File: config.mk
export PLATFORM = sky130hd
export DESIGN_NAME = logic_axi4_stream_pipeline
export DESIGN_NICKNAME = d
export VERILOG_FILES = /design/src/rtl/logic_axi4_stream_pipeline_pkg.sv /design/src/rtl/logic_axi4_stream_pipeline_stage.sv /design/src/rtl/logic_axi4_stream_pipeline.sv
export SDC_FILE = /design/constraint.sdc
export NUM_CORES = 1
export LEC_CHECK = 0
export CORE_MARGIN = 2
export CORE_UTILIZATION = 55
export CTS_BUF_LIST = sky130_fd_sc_hd__clkbuf_4 sky130_fd_sc_hd__clkbuf_8
export DETAILED_ROUTE_END_ITERATION = 8
export GPL_TIMING_DRIVEN = 0
export PLACE_DENSITY = 0.78
export SYNTH_ARGS = -nofsm -noshare
export SYNTH_HDL_FRONTEND = slang
export SYNTH_HIERARCHICAL = 1
export SYNTH_SLANG_ARGS = --single-unit
File: constraint.sdc
create_clock -name aclk -period 9.22 [get_ports aclk]
set_input_delay 0.922 -clock aclk [delete_from_list [all_inputs] [get_ports aclk]]
set_output_delay 0.922 -clock aclk [all_outputs]
set_load 0.02 [all_outputs]
File: src/rtl/logic_axi4_stream_pipeline_pkg.sv
// Shared types and helpers for the AXI4-Stream register-slice pipeline.
// Holds the per-stage state enum and the packed payload width calculation.
package logic_axi4_stream_pipeline_pkg;

    typedef enum logic [1:0] {
        EMPTY = 2'd0,
        BUSY  = 2'd1,
        FULL  = 2'd2
    } stage_state_e;

    // Width of the single vector that carries every stored field through the stages.
    function automatic int payload_width(
        input int tdata_bytes,
        input int tdest_w,
        input int tuser_w,
        input int tid_w,
        input int use_tkeep,
        input int use_tstrb,
        input int use_tlast
    );
        int w;
        w = tdata_bytes * 8 + tdest_w + tuser_w + tid_w;
        if (use_tkeep != 0) w += tdata_bytes;
        if (use_tstrb != 0) w += tdata_bytes;
        if (use_tlast != 0) w += 1;
        return w;
    endfunction

endpackage

File: src/rtl/logic_axi4_stream_pipeline_stage.sv
// One full-throughput skid slice: main register plus skid register, registered upstream ready.
// Control flops are reset asynchronously; payload flops are not reset.
module logic_axi4_stream_pipeline_stage
    import logic_axi4_stream_pipeline_pkg::*;
#(
    parameter int DATA_W = 8
) (
    input  logic              aclk,
    input  logic              areset_n,
    input  logic              flush,
    input  logic              in_valid,
    output logic              in_ready,
    input  logic [DATA_W-1:0] in_data,
    output logic              out_valid,
    input  logic              out_ready,
    output logic [DATA_W-1:0] out_data
);

    stage_state_e      state_q;
    stage_state_e      state_d;
    logic              rdy_q;
    logic [DATA_W-1:0] main_p0;
    logic [DATA_W-1:0] skid_p0;
    logic              in_acc;
    logic              out_acc;
    logic              load_main;
    logic              main_from_skid;
    logic              load_skid;

    assign in_acc  = in_valid & rdy_q;
    assign out_acc = (state_q != EMPTY) & out_ready;

    always_comb begin
        state_d        = state_q;
        load_main      = 1'b0;
        main_from_skid = 1'b0;
        load_skid      = 1'b0;
        unique case (state_q)
            EMPTY: begin
                if (in_acc) begin
                    state_d   = BUSY;
                    load_main = 1'b1;
                end
            end
            BUSY: begin
                if (in_acc && !out_acc) begin
                    state_d   = FULL;
                    load_skid = 1'b1;
                end else if (in_acc && out_acc) begin
                    load_main = 1'b1;
                end else if (out_acc) begin
                    state_d = EMPTY;
                end
            end
            FULL: begin
                if (out_acc) begin
                    state_d        = BUSY;
                    load_main      = 1'b1;
                    main_from_skid = 1'b1;
                end
            end
            default: state_d = EMPTY;
        endcase
        if (flush) state_d = EMPTY;
    end

    // Ready is a flop that looks one cycle ahead, so no tx_tready->rx_tready path exists.
    always_ff @(posedge aclk or negedge areset_n) begin
        if (!areset_n) begin
            state_q <= EMPTY;
            rdy_q   <= 1'b0;
        end else begin
            state_q <= state_d;
            rdy_q   <= (state_d != FULL);
        end
    end

    // Stage boundary: payload registers
    always_ff @(posedge aclk) begin
        if (load_main) main_p0 <= main_from_skid ? skid_p0 : in_data;
        if (load_skid) skid_p0 <= in_data;
    end

    assign in_ready  = rdy_q;
    assign out_valid = (state_q != EMPTY);
    assign out_data  = main_p0;

endmodule

File: src/rtl/logic_axi4_stream_pipeline.sv
// AXI4-Stream pipeline of STAGES cascaded skid slices with flush and occupancy output.
// Define LOGIC_AXI4_STREAM_PIPELINE_OCCUPANCY_EN to build the occupancy counter; otherwise it reads 0.
module logic_axi4_stream_pipeline
    import logic_axi4_stream_pipeline_pkg::*;
#(
    parameter  int STAGES      = 2,
    parameter  int TDATA_BYTES = 4,
    parameter  int TDEST_WIDTH = 1,
    parameter  int TUSER_WIDTH = 1,
    parameter  int TID_WIDTH   = 1,
    parameter  int USE_TKEEP   = 1,
    parameter  int USE_TSTRB   = 1,
    parameter  int USE_TLAST   = 1,
    localparam int OCC_W       = (STAGES == 0) ? 1 : $clog2(2 * STAGES + 1)
) (
    input  logic                     aclk,
    input  logic                     areset_n,
    input  logic                     flush,
    input  logic                     rx_tvalid,
    output logic                     rx_tready,
    input  logic                     rx_tlast,
    input  logic [TDATA_BYTES*8-1:0] rx_tdata,
    input  logic [TDATA_BYTES-1:0]   rx_tstrb,
    input  logic [TDATA_BYTES-1:0]   rx_tkeep,
    input  logic [TDEST_WIDTH-1:0]   rx_tdest,
    input  logic [TUSER_WIDTH-1:0]   rx_tuser,
    input  logic [TID_WIDTH-1:0]     rx_tid,
    output logic                     tx_tvalid,
    input  logic                     tx_tready,
    output logic                     tx_tlast,
    output logic [TDATA_BYTES*8-1:0] tx_tdata,
    output logic [TDATA_BYTES-1:0]   tx_tstrb,
    output logic [TDATA_BYTES-1:0]   tx_tkeep,
    output logic [TDEST_WIDTH-1:0]   tx_tdest,
    output logic [TUSER_WIDTH-1:0]   tx_tuser,
    output logic [TID_WIDTH-1:0]     tx_tid,
    output logic [OCC_W-1:0]         occupancy
);

    localparam int DATA_W   = TDATA_BYTES * 8;
    localparam int PW       = payload_width(TDATA_BYTES, TDEST_WIDTH, TUSER_WIDTH, TID_WIDTH,
                                            USE_TKEEP, USE_TSTRB, USE_TLAST);
    localparam int KEEP_OFF = DATA_W;
    localparam int STRB_OFF = KEEP_OFF + ((USE_TKEEP != 0) ? TDATA_BYTES : 0);
    localparam int LAST_OFF = STRB_OFF + ((USE_TSTRB != 0) ? TDATA_BYTES : 0);
    localparam int DEST_OFF = LAST_OFF + ((USE_TLAST != 0) ? 1 : 0);
    localparam int USER_OFF = DEST_OFF + TDEST_WIDTH;
    localparam int ID_OFF   = USER_OFF + TUSER_WIDTH;

    if (STAGES == 0) begin : g_wire
        logic unused_ctl;
        assign unused_ctl = flush ^ aclk ^ areset_n;

        assign tx_tvalid = rx_tvalid;
        assign rx_tready = tx_tready;
        assign tx_tdata  = rx_tdata;
        assign tx_tdest  = rx_tdest;
        assign tx_tuser  = rx_tuser;
        assign tx_tid    = rx_tid;
        assign tx_tkeep  = (USE_TKEEP != 0) ? rx_tkeep : '1;
        assign tx_tstrb  = (USE_TSTRB != 0) ? rx_tstrb : '1;
        assign tx_tlast  = (USE_TLAST != 0) ? rx_tlast : 1'b1;
        assign occupancy = '0;
    end else begin : g_pipe
        logic [PW-1:0] rx_pl;
        logic [PW-1:0] tx_pl;
        logic [STAGES:0] vld;
        logic [STAGES:0] rdy;
        logic [PW-1:0] pl [STAGES+1];

        assign rx_pl[0 +: DATA_W]             = rx_tdata;
        assign rx_pl[DEST_OFF +: TDEST_WIDTH] = rx_tdest;
        assign rx_pl[USER_OFF +: TUSER_WIDTH] = rx_tuser;
        assign rx_pl[ID_OFF +: TID_WIDTH]     = rx_tid;
        assign tx_tdata = tx_pl[0 +: DATA_W];
        assign tx_tdest = tx_pl[DEST_OFF +: TDEST_WIDTH];
        assign tx_tuser = tx_pl[USER_OFF +: TUSER_WIDTH];
        assign tx_tid   = tx_pl[ID_OFF +: TID_WIDTH];

        if (USE_TKEEP != 0) begin : g_keep
            assign rx_pl[KEEP_OFF +: TDATA_BYTES] = rx_tkeep;
            assign tx_tkeep = tx_pl[KEEP_OFF +: TDATA_BYTES];
        end else begin : g_nokeep
            logic unused_keep;
            assign unused_keep = ^rx_tkeep;
            assign tx_tkeep    = '1;
        end

        if (USE_TSTRB != 0) begin : g_strb
            assign rx_pl[STRB_OFF +: TDATA_BYTES] = rx_tstrb;
            assign tx_tstrb = tx_pl[STRB_OFF +: TDATA_BYTES];
        end else begin : g_nostrb
            logic unused_strb;
            assign unused_strb = ^rx_tstrb;
            assign tx_tstrb    = '1;
        end

        if (USE_TLAST != 0) begin : g_last
            assign rx_pl[LAST_OFF] = rx_tlast;
            assign tx_tlast        = tx_pl[LAST_OFF];
        end else begin : g_nolast
            logic unused_last;
            assign unused_last = rx_tlast;
            assign tx_tlast    = 1'b1;
        end

        assign vld[0]      = rx_tvalid;
        assign rx_tready   = rdy[0];
        assign pl[0]       = rx_pl;
        assign tx_tvalid   = vld[STAGES];
        assign rdy[STAGES] = tx_tready;
        assign tx_pl       = pl[STAGES];

        for (genvar i = 0; i < STAGES; i++) begin : g_stage
            logic_axi4_stream_pipeline_stage #(
                .DATA_W(PW)
            ) u_stage (
                .aclk      (aclk),
                .areset_n  (areset_n),
                .flush     (flush),
                .in_valid  (vld[i]),
                .in_ready  (rdy[i]),
                .in_data   (pl[i]),
                .out_valid (vld[i+1]),
                .out_ready (rdy[i+1]),
                .out_data  (pl[i+1])
            );
        end

`ifdef LOGIC_AXI4_STREAM_PIPELINE_OCCUPANCY_EN
        logic             rx_hs;
        logic             tx_hs;
        logic [OCC_W-1:0] occ_q;

        assign rx_hs = rx_tvalid & rdy[0];
        assign tx_hs = vld[STAGES] & tx_tready;

        // Flush wins over any handshake in the same cycle.
        always_ff @(posedge aclk or negedge areset_n) begin
            if (!areset_n) begin
                occ_q <= '0;
            end else if (flush) begin
                occ_q <= '0;
            end else if (rx_hs && !tx_hs) begin
                occ_q <= occ_q + OCC_W'(1);
            end else if (!rx_hs && tx_hs) begin
                occ_q <= occ_q - OCC_W'(1);
            end
        end

        assign occupancy = occ_q;
`else
        assign occupancy = '0;
`endif
    end

endmodule

Yosys cells after proc, flatten, opt, wreduce, memory -nomap -nowiden. Index checks and enable logic that the tools add are counted.

ROM bits: 0. Bits in latches: 0. Output and inout port bits: 49. Memories kept: 0. RAM bits: 0. Bits in registers: 182. Input port bits: 49.

Eq/ne operators: 6. Bitwise gates (word level): 3. Reduce and logical (&&, ||, !) cells: 10. Multiply operators: 0. Divide/modulo/power cells: 0. Add/sub/neg operators: 0. Magnitude comparators: 0. Multiplexer cells: 31. Shifts and indexed selects: 0.

Operators with widths (count): 44-bit 2-to-1 mux (2); 2-bit 2-to-1 mux (12); 1-bit 2-to-1 mux (13); 2-bit case mux with 3 select lines (2); 1-bit case mux with 3 select lines (2); 2-bit by 1-bit equality test with 1-bit output, second input constant (2); 2-bit equality test, second input constant (2); 1-bit logical AND (4); 2-bit logical NOT (2); 2-bit != test, second input constant (2); 2-bit nonzero test (2); 1-bit AND (3); 1-bit logical NOT (2).

Logic depth before layout (Yosys ltp).
Depth in word-level cells: 8. Mapped depth: 4. Mapped depth without buffers: 4.

By module. The synthesis kept the hierarchy.

By module, submodules not included: logic_axi4_stream_pipeline_stage (times used 2, area each 3532.1 µm², cells each 153); logic_axi4_stream_pipeline (times used 1, area each 26.3 µm², cells each 4).

Least setup slack after synthesis. Ideal clock, no wire load.

Path kind: input-to-reg. Start: input port rx_tvalid. End: register g_pipe.g_stage[0].u_stage.main_p0[0] (enable). Setup slack: 4407 ps. Path buffers: 0. Arrival: 4302 ps. Stages: 2. Required time: 8709 ps. Cell sequence: nand2_1 > o31ai_1.

Longest elaborated chain between the ends: 5.

RTL lines: from (decl) (RTL line logic_axi4_stream_pipeline.sv:19) `input logic rx_tvalid,`; 1-bit AND * (RTL line logic_axi4_stream_pipeline_stage.sv:30) `assign in_acc = in_valid & rdy_q;`; 1-bit logical AND (RTL line logic_axi4_stream_pipeline_stage.sv:49) `end else if (in_acc && out_acc) begin`; 1-bit 2-to-1 mux (RTL line logic_axi4_stream_pipeline_stage.sv:49); 1-bit 2-to-1 mux (RTL line logic_axi4_stream_pipeline_stage.sv:46) `if (in_acc && !out_acc) begin`; 1-bit case mux with 3 select lines * (RTL line logic_axi4_stream_pipeline_stage.sv:38) `unique case (state_q)`; net g_pipe.g_stage[0].u_stage.load_main (RTL line logic_axi4_stream_pipeline_stage.sv:26) `logic load_main;`; to (signal assigned) (RTL line logic_axi4_stream_pipeline_stage.sv:80) `if (load_main) main_p0 <= main_from_skid ? skid_p0 : in_data;`; to (decl) (RTL line logic_axi4_stream_pipeline_stage.sv:22) `logic [DATA_W-1:0] main_p0;`.

Mark *: on every way through the listed nets, which the timed path passes. The rest lies on a longest branch. A chain may end at the register's enable or synchronous reset.

Final worst setup path.
Start: register g_pipe.g_stage[1].u_stage.state_q[1]. End: output port tx_tvalid.

Longest elaborated chain between the ends: 1.

RTL lines: from (decl) (RTL line logic_axi4_stream_pipeline_stage.sv:19) `stage_state_e state_q;`; from (signal assigned) (RTL line logic_axi4_stream_pipeline_stage.sv:73) `state_q <= state_d;`; 2-bit nonzero test (RTL line logic_axi4_stream_pipeline_stage.sv:85) `assign out_valid = (state_q != EMPTY);`; to (decl) (RTL line logic_axi4_stream_pipeline.sv:28) `output logic tx_tvalid,`.

Every way passes these cells.

==> flow_results.org <==
** STA
- Derived from the worst setup path, the maximum achievable clock frequency is approximately 0.37 GHz.
- For the pin with the worst max-slew slack, the measured transition is 720 ps.
- Worst-case clock skew :: 10.3 ps
- Counting I/O delays and the setup requirement, the final critical path takes approximately 2700 ps.
- Worst slew margin :: 0.519
- Setup repair after global routing left no endpoint under its margin.
- Final-layout setup total negative slack :: 0 ps
- Dividing the final minimum period by the clock period gives 0.291.
- Number of hold violations in the final report :: 0
- Setup violations remaining at the end of the flow were counted as 0.
- Final Slew Violations :: 0

** Clock tree
- Inserted Clock Buffers :: 17
- Clock latency on the worst-skew pair, taken at its later pin, is 450 ps.
- Root buffer cell :: sky130_fd_sc_hd__clkbuf_8
- The clock passes through at most 2 buffers.
- Setup Buffers After CTS :: 0
- Resized Gates After CTS :: 0
- TritonCTS clock tree :: done
- Clock edge transition at the registers on the reported setup and hold paths :: ~80 ps
- Num Clock Sinks :: around 180
- The clock tree synthesis step divided the H-tree into 4 levels.
- In this run, post-CTS hold repair placed 0 buffers.

** Finish
- Of the cells placed in the final design, the portion with a size suffix greater than 1 is 0.312.
- The filler cells instantiated in the layout total 842.
- At the end of the flow, the number of nets in the layout was 480.
- Area taken by multi-input logic gates :: roughly 1500 µm²
- The repair_antennas step left the layout with diodes totalling 0.
- Relative to the synthesized area, the layout overhead comes to 23.5%.
- The sequential cells in the finished layout cover a total of 5440 µm².
- End-of-flow core utilization :: 0.694

** Power and ir drop
- Of the total power, the share spent switching nets is 0.201.
- Maximum vdd ir drop :: 0.000112 V
- Clock power share :: 0.303
- Sequential Power Share :: 0.624
- Logic pwr share :: 0.073
- In this run the power spent charging and discharging nets is 0.000304 W.
- Internal cell power :: 0.00121 W
- In this run the power density over the cells is ~170 nW/µm².
- Summed over all cells, the static leakage comes to between 3 and 4 nW.

** Worst setup path
- At the worst endpoint, the required time is a little over 8000 ps.
- The setup check on the worst reg-to-reg path leaves a slack of roughly 7300 ps.
- Endpoint arrival time on the critical path :: 1760 ps
- The endpoint identified for the worst register-to-register timing path is g_pipe.g_stage[1].u_stage/skid_p0[16].
- Depth of the worst register-to-register path :: 4
- The critical path is of the flop to output pin type.
- Startpoint class of the critical path :: flop
- Biggest cell delay along the critical path :: roughly 550 ps
- CP Capture Type :: output pin
- Cell chain of the critical path :: or2_2 -> clkdlybuf4s50_1
- Delay-heaviest family, CP :: buffers and inverters
- Reg-to-reg startpoint :: g_pipe.g_stage[0].u_stage/state_q[1]
- Along the worst path, the maximum fanout reaches 6.
- The slowest stage of the critical path is the sky130_fd_sc_hd__clkdlybuf4s50_1 cell.
- The number of buffers and inverters on the critical path is 1.

** Die
- The core region is approximately 13,000 µm².
- Row generation in the floorplan step produced around 40 rows.
- The floorplan step set the die width to roughly 120 µm.
- Top-Level Pins :: 98
- Chip height :: 118 µm
- The initial utilization of the core area, before any placement, comes to 0.562.
- The die covers around 14,000 µm².

** Synth
- Counting flops and latches in the post-synthesis netlist gives around 180.
- Averaged over all synthesized cells, the footprint is 22.9 µm².
- The number of different library cells used by synthesis comes to 20.
- Synthesis produced 310 cells.
- Count of yosys warnings during synthesis :: 6
- Summing every instance area after synthesis gives between 7000 and 8000 µm².
- Proportion of synthesized chip area in sequential cells :: 0.767

** Placed design
- Port bufs :: 94
- Sum of net half-perimeters after detailed placement :: 7.07 mm
- Routability cong. :: 0.716

** Global route
- The total overflow left after global routing is 0.
- For this run, the total global-route usage over all layers was measured as 0.153.
- Global-route wire length before repair :: ~16 mm
- Entering global routing, the biggest net connects 24 pins.
- The number of antenna violations at the first check in global routing came to 0.
- The number of global-route vias before repair was 3,102.

** Drt
- Routed wirelength normalized by instance count :: 16.2 µm
- Post-Route WL :: 9.99 mm
- After detailed routing, the number of remaining DRC violations is 0.
- Once detail routing completed, the nets flagged for antenna violations numbered 0.
- Initial DRC count :: 120
- The routed layout has 3,077 vias.
- After detailed routing, the number of vias per cell comes to 5.00.
- Before antenna repair, the detailed router went through 4 iterations.

** Hold path
- Class of the most critical hold timing path :: flop to flop
- Start point of the worst hold path :: g_pipe.g_stage[0].u_stage/out_data[28]
- The worst hold path terminates at g_pipe.g_stage[1].u_stage/skid_p0[28].
- Worst hold path depth :: 0

** Run status
- Result of the run :: finished, final reports clean

** Job
- Max-cap violations in this run came to 0.
## per-layer routing
layer,vias to the layer above,share of wire,global-route usage
met2,82,0.51,0.258
met1,1517,0.41,0.174
met3,15,0.061,0.0572
li1,1463,-,-
met4,0,0.018,0.0685
met5,-,0,0
## per-stage QoR
step           area, µm²  total power (W)  std cells  hold slack [ps]  setup WS, ps
3_5_place_dp        8420          0.00108        584              432          6370
3_3_place_gp        8250          0.00107        578              428          2370
4_1_cts             8760          0.00153        615              455          6500
5_1_grt             8760          0.00157        615              461          6460
6_report            8760          0.00151        615              453          6540
2_1_floorplan       7100          0.00102        312              420          4410
## power by group through the flow
stage                     registers, W  clock network, W   logic, W
after floorplan               0.000976                 0  0.0000416
after global placement        0.000966                 0   0.000103
after detailed placement      0.000964                 0   0.000111
after CTS                     0.000945          0.000473   0.000112
after global routing          0.000948          0.000504   0.000116
final                         0.000945          0.000458   0.000110
## layout by cell type (no fill, tap or decap), drive strengths merged
cell type / count
or2b: 2
mux2: 88
nand4b: 2
nand2: 2
clkinv: 10
a211o: 2
nor2: 4
edfxtp: 176
clkinvlp: 2
o2bb2ai: 2
o31ai: 2
dfrtp: 6
clkdlybuf4s50: 94
conb: 3
inv: 2
bufinv: 1
buf: 19
clkbuf: 18
xnor2: 2
nand3b: 2
or2: 2
nor2b: 2
## worst max-delay path by stage
stage,start,end,slack [ps],cells after the start
6_report,g_pipe.g_stage[1].u_stage/state_q[1],tx_tvalid,6540,2
5_1_grt,g_pipe.g_stage[1].u_stage/state_q[1],tx_tvalid,6460,2
2_1_floorplan,rx_tvalid,g_pipe.g_stage[0].u_stage/out_data[0],4410,2
3_3_place_gp,rx_tvalid,g_pipe.g_stage[0].u_stage/out_data[32],2370,3
3_5_place_dp,tx_tready,g_pipe.g_stage[1].u_stage/out_data[18],6370,4
4_1_cts,g_pipe.g_stage[1].u_stage/state_q[1],tx_tvalid,6500,2
## state kept, by name, summed over array words and instances (netlist names)
| register | cells |
|---|---|
| g_pipe.g_stage.u_stage/state_q | 4 |
| g_pipe.g_stage.u_stage/out_data | 88 |
| g_pipe.g_stage.u_stage/in_ready | 2 |
| g_pipe.g_stage.u_stage/skid_p0 | 88 |
## cell families after synthesis
family,synth area share
buffers and inverters,0.0300
and+or+nand+nor,0.0134
muxes,0.180
xor gates and xnor gates,0.00247
AOI/OAI and AO/OA,0.00706
other,0.000529
DFF,0.767
## worst register-to-register path, delay by kind of cell (launching register included)
family | cells | cell delay, ps
buffers and inverters | 1 | 250
flip-flops | 1 | 450
AND/OR/NAND/NOR | 3 | 950
## synth_stat cells
master	number	share of area
sky130_fd_sc_hd__nand3b_1	2	0.0021
sky130_fd_sc_hd__edfxtp_1	176	0.75
sky130_fd_sc_hd__conb_1	1	0.00053
sky130_fd_sc_hd__inv_1	2	0.0011
sky130_fd_sc_hd__xnor2_1	2	0.0025
sky130_fd_sc_hd__nand4b_1	2	0.0025
sky130_fd_sc_hd__o2bb2ai_1	2	0.0025
sky130_fd_sc_hd__o31ai_1	2	0.0021
sky130_fd_sc_hd__nand2_1	2	0.0011
sky130_fd_sc_hd__dfrtp_1	6	0.021
sky130_fd_sc_hd__nor2b_1	2	0.0018
sky130_fd_sc_hd__nor2_1	4	0.0021
sky130_fd_sc_hd__a211o_1	2	0.0025
sky130_fd_sc_hd__or2_2	2	0.0018
sky130_fd_sc_hd__mux2_4	76	0.16
sky130_fd_sc_hd__buf_12	8	0.023
sky130_fd_sc_hd__or2b_1	2	0.0021
sky130_fd_sc_hd__mux2_2	12	0.019
sky130_fd_sc_hd__buf_4	3	0.0032
sky130_fd_sc_hd__buf_6	2	0.0032
## layout make-up
| cell class | instances | share of cell area |
|---|---|---|
| clock inverters | 13 | 0.0104 |
| inverters | 2 | 0.000857 |
| flip-flops and latches | 182 | 0.621 |
| multi-input cells | 115 | 0.170 |
| repair buffers | 100 | 0.122 |
| clock buffers | 18 | 0.0276 |
| well taps | 172 | 0.0246 |
| plain buffers | 13 | 0.0234 |
Power figures use the tool's default switching activity.
